==> src/rtl/pipe_regs_pkg.sv <==
// Shared pipeline register types: decoded control word, forwarding record and
// the issue-slot state used by the decode-to-execute register.
package pipe_regs;

  typedef struct packed {
    logic [4:0] rd;
    logic       rf_wr_en;
    logic       mem_read;
    logic       mem_write;
    logic [3:0] alu_op;
    logic       rs1_used;
    logic       rs2_used;
  } ctrl_t;

  localparam int CTRL_W = $bits(ctrl_t);

  typedef struct packed {
    logic        valid;
    logic [4:0]  rd;
    logic [31:0] data;
  } data_fwd_t;

  typedef enum logic [1:0] {
    EMPTY  = 2'd0,
    VALID  = 2'd1,
    BUBBLE = 2'd2
  } issue_state_e;

  // A killed slot must not write the register file or touch memory.
  function automatic ctrl_t ctrl_kill(input ctrl_t c);
    ctrl_t k;
    k           = c;
    k.rf_wr_en  = 1'b0;
    k.mem_read  = 1'b0;
    k.mem_write = 1'b0;
    return k;
  endfunction

endpackage

==> src/rtl/id_ex_issue_reg_sat_counter.sv <==
// Saturating up-counter with increment enable; sticks at all-ones.
module sat_counter #(
  parameter int W = 32
) (
  input  logic         clk_i,
  input  logic         rst_ni,
  input  logic         inc_i,
  output logic [W-1:0] cnt_o
);

  logic [W-1:0] r_cnt;

  always_ff @(posedge clk_i or negedge rst_ni) begin
    if (!rst_ni) begin
      r_cnt <= '0;
    end else if (inc_i && (r_cnt != '1)) begin
      r_cnt <= r_cnt + W'(1);
    end
  end

  assign cnt_o = r_cnt;

endmodule

==> src/rtl/id_ex_issue_reg.sv <==
// Decode-to-execute issue register with load-use bubble, EX back-pressure hold
// and flush. Performance counters are built only with ISSUE_PERF_CNT_EN.
//
// state  | meaning
// EMPTY  | slot holds no instruction
// VALID  | slot holds an instruction waiting for / being consumed by EX
// BUBBLE | slot empty because a load-use bubble was inserted last edge
module id_ex_issue_reg
  import pipe_regs::*;
#(
  parameter int XLEN = 32
) (
  input  logic            clk_i,
  input  logic            rst_ni,
  input  logic            id_valid_i,
  output logic            id_ready_o,
  input  logic [XLEN-1:0] id_pc_i,
  input  ctrl_t           id_ctrl_i,
  input  logic [XLEN-1:0] rs1_data_i,
  input  logic [XLEN-1:0] rs2_data_i,
  input  logic            rs1_lu_hazard_i,
  input  logic            rs2_lu_hazard_i,
  input  logic            flush_i,
  input  logic            ex_ready_i,
  output logic            ex_valid_o,
  output logic [XLEN-1:0] ex_pc_o,
  output ctrl_t           ex_ctrl_o,
  output logic [XLEN-1:0] ex_rs1_o,
`ifdef ISSUE_PERF_CNT_EN
  output logic [31:0]     stall_cnt_o,
  output logic [31:0]     bubble_cnt_o,
`endif
  output logic [XLEN-1:0] ex_rs2_o
);

  issue_state_e    r_state, w_state_nxt;
  logic            w_hazard, w_advance, w_capture, w_kill, w_bubble;
  logic [XLEN-1:0] r_pc, r_rs1, r_rs2;
  ctrl_t           r_ctrl;

  assign w_hazard   = id_valid_i & (rs1_lu_hazard_i | rs2_lu_hazard_i);
  assign w_advance  = (r_state != VALID) | ex_ready_i;
  assign id_ready_o = w_advance & ~w_hazard & ~flush_i;

  always_comb begin
    w_state_nxt = r_state;
    w_capture   = 1'b0;
    w_kill      = 1'b0;
    w_bubble    = 1'b0;
    if (flush_i) begin
      w_state_nxt = EMPTY;
      w_kill      = 1'b1;
    end else if (!w_advance) begin
      w_state_nxt = r_state;
    end else if (w_hazard) begin
      w_state_nxt = BUBBLE;
      w_kill      = 1'b1;
      w_bubble    = 1'b1;
    end else if (id_valid_i) begin
      w_state_nxt = VALID;
      w_capture   = 1'b1;
    end else begin
      w_state_nxt = EMPTY;
    end
  end

  always_ff @(posedge clk_i or negedge rst_ni) begin
    if (!rst_ni) begin
      r_state <= EMPTY;
    end else begin
      r_state <= w_state_nxt;
    end
  end

  // PC and operands load only on capture, so they stay stable under stall.
  always_ff @(posedge clk_i or negedge rst_ni) begin
    if (!rst_ni) begin
      r_pc   <= '0;
      r_ctrl <= '0;
      r_rs1  <= '0;
      r_rs2  <= '0;
    end else if (w_capture) begin
      r_pc   <= id_pc_i;
      r_ctrl <= id_ctrl_i;
      r_rs1  <= rs1_data_i;
      r_rs2  <= rs2_data_i;
    end else if (w_kill) begin
      r_ctrl <= ctrl_kill(r_ctrl);
    end
  end

  assign ex_valid_o = (r_state == VALID);
  assign ex_pc_o    = r_pc;
  assign ex_ctrl_o  = r_ctrl;
  assign ex_rs1_o   = r_rs1;
  assign ex_rs2_o   = r_rs2;

`ifdef ISSUE_PERF_CNT_EN
  logic w_stall;
  assign w_stall = id_valid_i & ~id_ready_o;

  sat_counter #(.W(32)) u_stall_cnt (
    .clk_i  (clk_i),
    .rst_ni (rst_ni),
    .inc_i  (w_stall),
    .cnt_o  (stall_cnt_o)
  );

  sat_counter #(.W(32)) u_bubble_cnt (
    .clk_i  (clk_i),
    .rst_ni (rst_ni),
    .inc_i  (w_bubble),
    .cnt_o  (bubble_cnt_o)
  );
`endif

endmodule

==> config.mk <==
export PLATFORM = sky130hd
export DESIGN_NAME = id_ex_issue_reg
export DESIGN_NICKNAME = d
export VERILOG_FILES = /design/src/rtl/pipe_regs_pkg.sv /design/src/rtl/id_ex_issue_reg_sat_counter.sv /design/src/rtl/id_ex_issue_reg.sv
export SDC_FILE = /design/constraint.sdc
export NUM_CORES = 1
export LEC_CHECK = 0
export BUFFER_PORTS_ARGS = -buffer_cell sky130_fd_sc_hd__buf_2
export CORE_MARGIN = 2
export CORE_UTILIZATION = 45
export CTS_BUF_LIST = sky130_fd_sc_hd__clkbuf_16
export DETAILED_ROUTE_END_ITERATION = 16
export PLACE_DENSITY = 0.89
export SETUP_SLACK_MARGIN = 0.1
export SYNTH_ARGS = -nofsm -noshare
export SYNTH_HDL_FRONTEND = slang
export SYNTH_SLANG_ARGS = --single-unit
export TNS_END_PERCENT = 100
==> constraint.sdc <==
create_clock -name clk_i -period 2.6 [get_ports clk_i]
set_input_delay 0.26 -clock clk_i [delete_from_list [all_inputs] [get_ports clk_i]]
set_output_delay 0.26 -clock clk_i [all_outputs]
set_load 0.01 [all_outputs]
======== Yosys cells after proc, flatten, opt, wreduce, memory -nomap -nowiden ========
Cells that the tools add are included.
word-level totals
  register bits ........................... 112
  bits of input ports ..................... 117
  logic and storage cells ................. 35
operators by class
  equal/unequal tests ..................... 2
  multiplexer cells ....................... 13
  bitwise gates (word level) .............. 7
  reduce and logical (&&, ||, !) cells .... 2
operators with widths
  operator                                                count
  two-way mux 14 bit                                      1
  two-way mux 9 bit                                       1
  two-way mux 1 bit                                       8
  two-way mux 2 bit                                       3
  nonzero test 2 bit                                      2
  bitwise AND 1 bit                                       3
  == test 2 x 1 -> 1 bit (second input constant)          1
  inequality test 2 x 1 -> 1 bit (second input constant)  1
  inverter 1 bit                                          2
  OR 1 bit                                                2

======== Longest topological paths before layout ========
Gate-level depths: netlist (run 1).
  depth after elaboration ................. 7
  depth in mapped cells ................... 6

======== Least setup slack after synthesis (run 1) ========
No wires, ideal clock.
  path kind ............................... register to register
  from .................................... register r_state[1]
  to ...................................... register r_pc[0] (netlist: ex_pc_o[0])
  library setup time ...................... 125 ps
  data arrival time ....................... 1555 ps
  path slack .............................. 920 ps
  cell stages (with the launch flop) ...... 7
  period minus slack after synthesis ...... 1680 ps
  path through ............................ dfrtp_1 or3b_1 buf_2 nand3_4 buf_6 buf_12 mux2_4
on the way
  cells in the longest elaborated chain, start to end .. 4
ends and longest elaborated chain
  element                         line                   RTL
  start, declared                 id_ex_issue_reg.sv:36  issue_state_e r_state, w_state_nxt;
  start signal, assigned          id_ex_issue_reg.sv:71  r_state <= w_state_nxt;
  inequality test 2 x 1 -> 1 bit  id_ex_issue_reg.sv:42  assign w_advance = (r_state != VALID) | ex_ready_i;
  OR 1 bit                        id_ex_issue_reg.sv:42
  two-way mux 1 bit               id_ex_issue_reg.sv:53  end else if (!w_advance) begin
  two-way mux 1 bit               id_ex_issue_reg.sv:50  if (flush_i) begin
  end signal, assigned            id_ex_issue_reg.sv:83  r_pc <= id_pc_i;
  end, declared                   id_ex_issue_reg.sv:38  logic [XLEN-1:0] r_pc, r_rs1, r_rs2;
Every way passes these cells.
A chain may end at the register's enable or synchronous reset.

======== Worst setup path in the final report (run 1) ========
  from .................................... register r_state[1]
  to ...................................... register r_pc[13] (netlist: ex_pc_o[13])
Same word-level chain as after synthesis.

==> results of run 1 <==
-- area by class of cell --
cell class / count / area (um2)
Clock buffer: 9 / 225
Clock inverter: 7 / 42.5
Fill cell: 793 / 3730
Multi-Input combinational cell: 128 / 1460
Sequential cell: 112 / 2800
Tap cell: 133 / 166
Timing Repair Buffer: 232 / 1210
-- logic make-up after synthesis --
logic type             Yosys count  synth area share, %
and+or+nand+nor                 16                 2.62
DFF                            112                 63.9
AOI/OAI and AO/OA                5                0.570
buffers and inverters           12                 2.94
muxes                          107                 30.0
-- power breakdown --
part	leakage, nW	internal, mW	total (mW)	switching [mW]
logic	1.63	0.665	1.19	0.529
clock network	0.131	0.642	1.23	0.592
registers	1.35	2.12	2.31	0.191
total	3.11	3.43	4.74	1.31
-- per-stage QoR --
step                std cells  setup slack, ns  area [um2]  util, %
floorplan                 252            0.920        4390        -
global placement          604            0.638        5630     58.4
detailed placement        604            0.594        5630     58.4
CTS                       621            0.594        5910     61.3
global route              621            0.508        5910     61.3
finish                    621            0.591        5910     61.3
-- how the worst max path moves through the flow --
| stage | endpoint | depth (start not counted) |
|---|---|---|
| 2_1_floorplan | ex_pc_o[0]$_DFFE_PN0P_ | 6 |
| 3_3_place_gp | ex_pc_o[16]$_DFFE_PN0P_ | 5 |
| 3_5_place_dp | ex_pc_o[17]$_DFFE_PN0P_ | 5 |
| 4_1_cts | ex_rs2_o[6]$_DFFE_PN0P_ | 4 |
| 5_1_grt | ex_rs2_o[6]$_DFFE_PN0P_ | 4 |
| 6_report | ex_pc_o[13]$_DFFE_PN0P_ | 4 |
-- sequential cells by signal, indices dropped and copies added (netlist names) --
| register | count |
|---|---|
| ex_ctrl_o | 14 |
| ex_pc_o | 32 |
| ex_rs1_o | 32 |
| ex_rs2_o | 32 |
| r_state | 2 |
-- cells in the final DEF, fill, tap and decap left out, drive strengths merged --
cell type,netlist,final
inv,0,3
dlygate4sd3,0,1
clkinv,0,1
buf,12,231
nor2b,1,1
nor3b,1,1
nor2,2,2
o21ai,4,4
nand2b,3,3
nor3,1,1
a21oi,1,1
or3b,1,1
and2,1,1
dfrtp,112,112
nand2,2,2
nand3,1,1
clkbuf,0,9
clkinvlp,0,3
nand4,3,3
mux2,107,107
-- worst max-delay path: stages, from the launching register on --
cell and delay (ns):
dfrtp_1 0.38, or3b_1 0.48, nand3_4 0.29, buf_12 0.32
mux2_2 0.37
-- layer usage --
| layer | GRT usage (%) | vias to the layer above |
|---|---|---|
| met3 | 4.81 | 15 |
| met5 | 0 | - |
| li1 | - | 1348 |
| met1 | 20.3 | 1415 |
| met4 | 5.47 | 0 |
| met2 | 29.7 | 128 |
-- timing repair --
action	4_1_cts	5_1_grt
buffers inserted	0	0
hold buffers	1	0
hold endpoints to repair	33	0
==> results.txt, run 1 <==
crit-path max FO = 50
met2 WL = 4860 um
RSZ-0062 raised after global routing = no
hold path cells = 2
endpoints failing hold = 0
Overflow after GRT = 0
Post-route DRC = 0
cell row count = 36
via count of the first global-routing pass = 2900
post-layout min period = 2.01 ns
Root Driver = clkbuf_16
Core ar. = 9640 um2
Achievable Freq = 498 MHz
Reg clk slew, reported paths = 0.08 ns
DPL Wire Length = 7140 um
drt via density = 4.68
CP required = 2.81 ns
chip width = 103 um
H-tree levels = 3
Worst Setup End Kind = register
Mapped Area = 4390 um2
first-pass GRT wire length = 13900 um
clk sinks = 112
PostCTS Resize Cnt = 0
fin crit share = 77.3%
Hold Path End = ex_rs2_o[28]$_DFFE_PN0P_
Port Buffers = 228
top-area cell type share of the netlist area = 63.9%
synth unique cells = 19
CP Launch Type = register
Critical R2R Launch = r_state[1]$_DFFE_PN0P_
R2R depth = 4
worst reg2reg setup slack = 0.59 ns
Ys Warns = 0
largest net degree at the start of global routing = 60
status = complete, no violations
CTS tree = built
WL/cell = 15.2 um
first-pass detailed-route iteration total = 4
highest metal used = met4
worst endpoint data arrival time = 2.22 ns
asr flop ratio synth = 100%
worst vdd ir = 401 uV
Post-DRT Antenna Nets = 0
Routability Congestion = 0.814
initial antenna violation count = 0
crit path from = r_state[1]$_DFFE_PN0P_
layout cell share with drive strength beyond 1 = 72.3%
top cell type by total area after synthesis = dfrtp_1
CTS Buf Count = 9
diode count = 0
wl on met1 = 3660 um
Starting Density = 45.5%
hold path start = rs2_data_i[28]
via count = 2906
pwr/cell area = 802 nW/um2
final setup fails = 0
IO Count = 229
Yosys reg bits = 112
Final Slew Violations = 0
net count after synthesis = 369
Area contributors post-synth = dfrtp_1 (64%), mux2_2 (20%), mux2_4 (10%)
Worst Tran Pin Value = 0.679 ns
power consumption = 4.74 mW
overall routing resource usage = 17.0%
ys flop type = dfrtp_1
Setup TNS = 0 ns
Reg2Reg Capture Point = ex_pc_o[13]$_DFFE_PN0P_
Skew-Pair Late Insertion Delay = 0.33 ns
top-count cell post-synth = dfrtp_1
number of flops mapped to enable cells by yosys = 0
DRT Wirelength = 9430 um
DRT iter0 DRCs = 53
Worst Hold Class = in -> reg
die height = 103 um
met3 WL = 746 um
LEAKAGE = 3.11 nW
mean area per synthesized cell = 17.4 um2
fin nets = 600
post-synthesis sequential area ratio = 63.9%
Area Overhead vs Synth = 34.6%
top cells by instance count after synthesis = dfrtp_1 (112), mux2_2 (77), mux2_4 (30)
Max Cap Viol = 0
DIE AREA = 10600 um2
Final Hold Slack = 0.152 ns
Longest Clk Path Bufs = 2
kind of critical path = reg -> reg
cell count after synthesis = 252
Post-Route Skew = 0.00807 ns
Slew Limit Headroom = 54.7%
No activity file was read; power rests on OpenSTA's default activity.
==> run 2: changes to the inputs <==
==> constraint.sdc (replaced) <==
create_clock -name clk_i -period 2.1 [get_ports clk_i]
set_input_delay 0.21 -clock clk_i [delete_from_list [all_inputs] [get_ports clk_i]]
set_output_delay 0.21 -clock clk_i [all_outputs]
set_load 0.01 [all_outputs]
==> run 2 against run 1 <==
  * Global-route usage rose by 0.68 points
  * Power rose by 23%
  * Maximum frequency rose by 7.8%
  * Non-clock buffer count rose by 1
==> results.txt, run 2 (synthesis gave the netlist of run 1 again) <==
most frequent cells in the layout = buf_2 (227), dfrtp_1 (112), mux2_2 (77)
cell family with most CP delay = simple AND/OR/NAND/NOR gates
first-pass detailed-route iteration total = 4 (unchanged)
overall routing resource usage = 17.7% (+0.68 points)
most common cell after layout, fill and taps aside = buf_2
endpoints failing hold = 0 (unchanged)
Post-DRT Antenna Nets = 0 (unchanged)
Worst Tran Pin Value = 0.609 ns (-0.0701 ns)
RSZ-0062 raised after global routing = no
Setup Fix Bufs, Post-CTS = 0 (unchanged)
die height = 103 um (unchanged)
Post-route DRC = 0 (unchanged)
diode count = 0 (unchanged)
worst endpoint data arrival time = 2.09 ns (-0.13 ns)
Final WS setup = 0.235 ns (-0.355 ns)
Skew-Pair Late Insertion Delay = 0.34 ns (about the same)
# fillers = 777 (-2.0%)
DRT Wirelength = 9500 um (+0.75%)
non-filler instance count after layout = 621 (unchanged)
LEAKAGE = 3.12 nW (+0.22%)
Final Slew Violations = 0 (unchanged)
Worst Setup End Kind = register
Longest Clk Path Bufs = 2 (unchanged)
CP Launch Type = register
CTS tree = built
via count of the first global-routing pass = 2949 (+1.7%)
DRT iter0 DRCs = 62 (+17%)
Placed Instances = 605 (+0.17%)
IO Count = 229 (unchanged)
Root Driver = clkbuf_16
fin crit share = 88.8% (+12 points)
drt via density = 4.69 (+0.28%)
kind of critical path = reg -> reg
worst path cell trace = or3b_1 -> nand3_4 -> buf_12 -> mux2_2
final setup fails = 0 (unchanged)
post-layout min period = 1.86 ns (-0.145 ns)
pwr/cell area = 991 nW/um2 (+23%)
via count = 2914 (+0.28%)
Overflow after GRT = 0 (unchanged)
clk sinks = 112 (unchanged)
Max Cap Viol = 0 (unchanged)
CTS Buf Count = 9 (unchanged)
dpl ws = 0.261 ns (-0.333 ns)
Routability Congestion = 0.732 (-10%)
worst vdd ir = 704 uV (+75%)
Worst Hold Class = in -> reg
layout cell share with drive strength beyond 1 = 72.5% (+0.20 points)
Reg clk slew, reported paths = 0.07 ns (about the same)
Port Buffers = 228 (unchanged)
first-pass GRT wire length = 14100 um (+1.1%)
Area Overhead vs Synth = 34.5% (about the same)
Slew Limit Headroom = 59.4% (+4.7 points)
fin nets = 601 (+0.17%)
cts hold-fix bufs = 1 (unchanged)
crit-path max FO = 54 (+8.0%)
crit path buf inv count = 1 (unchanged)
Achievable Freq = 536 MHz (+7.8%)
DIE AREA = 10600 um2 (unchanged)
Starting Density = 45.5% (unchanged)
chip width = 103 um (unchanged)
Util after Layout = 61.2% (about the same)
DPL Wire Length = 7070 um (-0.98%)
initial antenna violation count = 0 (unchanged)
largest net degree at the start of global routing = 60 (unchanged)
status = complete, no violations
Post-Route Skew = 0.00436 ns (-0.00370 ns)
CP required = 2.33 ns (-0.48 ns)
PostCTS Resize Cnt = 0 (unchanged)
Crit-path slowest cell = or3b_1
cell row count = 36 (unchanged)
H-tree levels = 3 (unchanged)
Setup TNS = 0 ns (unchanged)
Core ar. = 9640 um2 (unchanged)
CP peak stage delay = 0.49 ns (about the same)
WL/cell = 15.3 um (+0.75%)
power consumption = 5.85 mW (+23%)
==> run 2: cell types whose count changed in the layout (fill, tap and decap cells not counted) <==
| cell | previous run | this run |
|---|---|---|
| inv_1 | 3 | 2 |
| clkinvlp_4 | 3 | 1 |
| clkinv_4 | 1 | 0 |
| clkinv_2 | 0 | 3 |
| buf_4 | 1 | 2 |
==> run 2: power by group <==
group          total [mW]  internal [mW]  switching [mW]  leakage [nW]
clock                1.50          0.783           0.720         0.133
sequential           2.86           2.63           0.236          1.35
combinational        1.48          0.825           0.658          1.63
total                5.85           4.24            1.61          3.12
==> run 2: per-stage QoR <==
step / hold slack, ns / cell area, um2
after global placement: 0.246 / 5640
after global routing: 0.0722 / 5900
after detailed placement: 0.256 / 5640
after CTS: 0.0750 / 5900
final: 0.0903 / 5900
after floorplan: -0.0856 / 4390
==> run 2: worst reg2reg max path: cells and delay by family, from the launching register on <==
kind | cells | cell delay [ns]
buffers and inverters | 1 | 0.28
DFF | 1 | 0.39
muxes | 1 | 0.43
and+or+nand+nor | 2 | 0.65
==> run 2: per-layer routing <==
layer,up-vias,GRT usage (%),share of wire (%),wire length (um)
li1,1352,-,-,-
met4,0,4.96,1.1,105
met2,124,31.4,53,4990
met5,-,0,0,0
met3,8,7.86,8.3,790
met1,1430,19.1,38,3610
==> run 2: path summary, 6_finish.rpt <==
path	startpoint	endpoint	slack, ns	cells past startpoint
hold reg to reg	ex_rs2_o[20]$_DFFE_PN0P_	ex_rs2_o[20]$_DFFE_PN0P_	0.50	1
max in group asynchronous	rst_ni	ex_pc_o[17]$_DFFE_PN0P_	0.95	3
setup / recovery	r_state[1]$_DFFE_PN0P_	ex_ctrl_o[4]$_DFFE_PN0P_	0.24	4
min in group asynchronous	rst_ni	ex_pc_o[0]$_DFFE_PN0P_	0.42	2
hold / removal	rs2_data_i[13]	ex_rs2_o[13]$_DFFE_PN0P_	0.09	2
setup reg to reg	r_state[1]$_DFFE_PN0P_	ex_ctrl_o[4]$_DFFE_PN0P_	0.24	4
==> run 2: cell type report <==
cell class                      instances  area, um2  area share [%]
Timing Repair Buffer                  233       1220            20.7
Multi-Input combinational cell        128       1460            24.7
Tap cell                              133        166            2.82
Clock buffer                            9        225            3.82
Clock inverter                          6       30.0           0.509
Sequential cell                       112       2800            47.5
==> run 3: changes to the inputs <==
==> constraint.sdc (replaced) <==
create_clock -name clk_i -period 2.1 [get_ports clk_i]
set_input_delay 0 -clock clk_i [delete_from_list [all_inputs] [get_ports clk_i]]
set_output_delay 0 -clock clk_i [all_outputs]
set_load 0.01 [all_outputs]
==> run 3 against run 2 <==
  * Setup slack lost 0.054 ns
  * First-iteration DRC count shrank 37%
  * Worst hold slack lost 0.040 ns
  * Critical endpoint is now ex_pc_o[30]$_DFFE_PN0P_
  * Largest cell class unchanged
  * Highest routed layer unchanged
==> results.txt, run 3 (synthesis gave the netlist of run 1 again) <==
DPL Wire Length = 7270 um (+2.8%)
Clk pwr share = 26.6% (+0.9 points)
LEAKAGE = 3.62 nW (+16%)
via count of the first global-routing pass = 3793 (+29%)
fin crit share = 91.4% (+2.6 points)
Setup TNS = 0 ns (unchanged)
drt via density = 4.75 (+1.1%)
CTS tree = built
largest net degree at the start of global routing = 60 (unchanged)
PostCTS Resize Cnt = 0 (unchanged)
power consumption = 6.24 mW (+6.7%)
Area Overhead vs Synth = 62.0%
CP Launch Type = register
status = complete, no violations
WL/cell = 16.7 um (+9.1%)
worst endpoint data arrival time = 2.13 ns (+0.04 ns)
initial antenna violation count = 0 (unchanged)
crit-path max FO = 32 (-41%)
die height = 103 um (unchanged)
Core ar. = 9640 um2 (unchanged)
DRT iter0 DRCs = 39 (-37%)
Worst Hold Class = in -> reg
most frequent cells in the layout = buf_2 (227), dlygate4sd3_1 (116), dfrtp_1 (112)
post-layout min period = 1.92 ns (+0.0538 ns)
most common cell after layout, fill and taps aside = buf_2
RSZ-0062 raised after global routing = no
Final Hold Slack = 0.0502 ns (-0.0401 ns)
Post-route DRC = 0 (unchanged)
endpoints failing hold = 0 (unchanged)
Reg clk slew, reported paths = 0.07 ns (about the same)
chip width = 103 um (unchanged)
Starting Density = 45.5% (unchanged)
Final Slew Violations = 0 (unchanged)
diode count = 0 (unchanged)
layout cell share with drive strength beyond 1 = 59.3% (-13 points)
final setup fails = 0 (unchanged)
Skew-Pair Late Insertion Delay = 0.34 ns (about the same)
Post-DRT Antenna Nets = 0 (unchanged)
Net Sw Frac = 27.8% (+0.20 points)
clk sinks = 112 (unchanged)
DRT Wirelength = 12300 um (+30%)
Overflow after GRT = 0 (unchanged)
CP required = 2.31 ns (-0.02 ns)
CTS Buf Count = 9 (unchanged)
Worst Setup End Kind = register
Root Driver = clkbuf_16
Achievable Freq = 521 MHz (-2.8%)
kind of critical path = reg -> reg
pwr/cell area = 878 nW/um2 (-11%)
Routability Congestion = 0.745 (+1.8%)
Switch Pwr = 1.73 mW (+7.5%)
overall routing resource usage = 23.3% (+5.7 points)
cell row count = 36 (unchanged)
Port Buffers = 228 (unchanged)
first-pass GRT wire length = 18600 um (+32%)
DIE AREA = 10600 um2 (unchanged)
combinational share of power = 27.2% (+1.9 points)
Max Cap Viol = 0 (unchanged)
internal power = 4.51 mW (+6.4%)
Longest Clk Path Bufs = 2 (unchanged)
Worst Tran Pin Value = 0.419 ns (-0.190 ns)
fin nets = 719 (+20%)
H-tree levels = 3 (unchanged)
Slew Limit Headroom = 72.1% (+13 points)
worst vdd ir = 419 uV (-41%)
via count = 3512 (+21%)
first-pass detailed-route iteration total = 4 (unchanged)
Post-Route Skew = 0.00482 ns (+0.000459 ns)
IO Count = 229 (unchanged)
Flop pwr share = 46.3% (-2.7 points)
[run 3: cell types whose count changed in the layout (fill, tap and decap cells not counted)]
cell | previous run | this run
bufinv_16 | 0 | 1
buf_4 | 2 | 5
dlygate4sd3_1 | 1 | 116
clkinv_2 | 3 | 5
inv_1 | 2 | 0
[run 3: through the flow]
stage / util (%) / cells / setup slack [ns] / area (um2)
floorplan: - / 252 / 0.420 / 4390
global placement: 58.7 / 608 / 0.271 / 5660
detailed placement: 58.7 / 608 / 0.208 / 5660
CTS: 73.8 / 740 / 0.193 / 7110
global route: 73.8 / 740 / 0.108 / 7110
finish: 73.8 / 740 / 0.182 / 7110
[run 3: layout make-up]
class	instances	area (um2)
repair buffers	351	2390
clock buffers	9	225
clock inverters	7	62.6
flip-flops and latches	112	2800
fillers	623	2530
well taps	133	166
multi-input cells	128	1460
[run 3: worst max-delay path: stages, from the launching register on]
cell and delay, ns:
dfrtp_1 0.41, or3b_1 0.49, nand3_4 0.24, buf_12 0.27
mux2_2 0.38
[run 3: final timing paths]
| path | from | endpoint | slack (ns) | depth (start not counted) |
|---|---|---|---|---|
| setup / recovery | r_state[1]$_DFFE_PN0P_ | ex_pc_o[30]$_DFFE_PN0P_ | 0.18 | 4 |
| hold / removal | rs1_lu_hazard_i | r_state[1]$_DFFE_PN0P_ | 0.05 | 3 |
| setup reg to reg | r_state[1]$_DFFE_PN0P_ | ex_pc_o[30]$_DFFE_PN0P_ | 0.18 | 4 |
| hold reg to reg | ex_ctrl_o[9]$_DFFE_PN0P_ | ex_ctrl_o[9]$_DFFE_PN0P_ | 0.50 | 1 |
| max in group asynchronous | rst_ni | ex_rs2_o[4]$_DFFE_PN0P_ | 1.31 | 3 |
| min in group asynchronous | rst_ni | ex_rs1_o[29]$_DFFE_PN0P_ | 0.14 | 2 |
[run 3: per-layer routing]
layer / GRT usage, % / vias to the layer above / part of all wire, %
met5: 0 / - / 0
met4: 11.0 / 0 / 3.1
li1: - / 1591 / -
met2: 43.8 / 167 / 55
met1: 24.5 / 1723 / 35
met3: 5.49 / 31 / 6.4
[run 3: what timing repair did]
item                                    4_1_cts  5_1_grt
setup buffers                                 0        0
endpoints found under the setup margin        0        4
endpoints found under the hold margin       143        0
hold buffers                                116        0
[run 3: power groups by stage]
stage               combinational, mW  sequential (mW)  clock [mW]
floorplan                       0.531             3.12           0
detailed placement               1.51             2.91           0
CTS                              1.68             2.87        1.71
global route                     1.82             2.94        1.80
finish                           1.70             2.89        1.66
global placement                 1.46             2.87           0
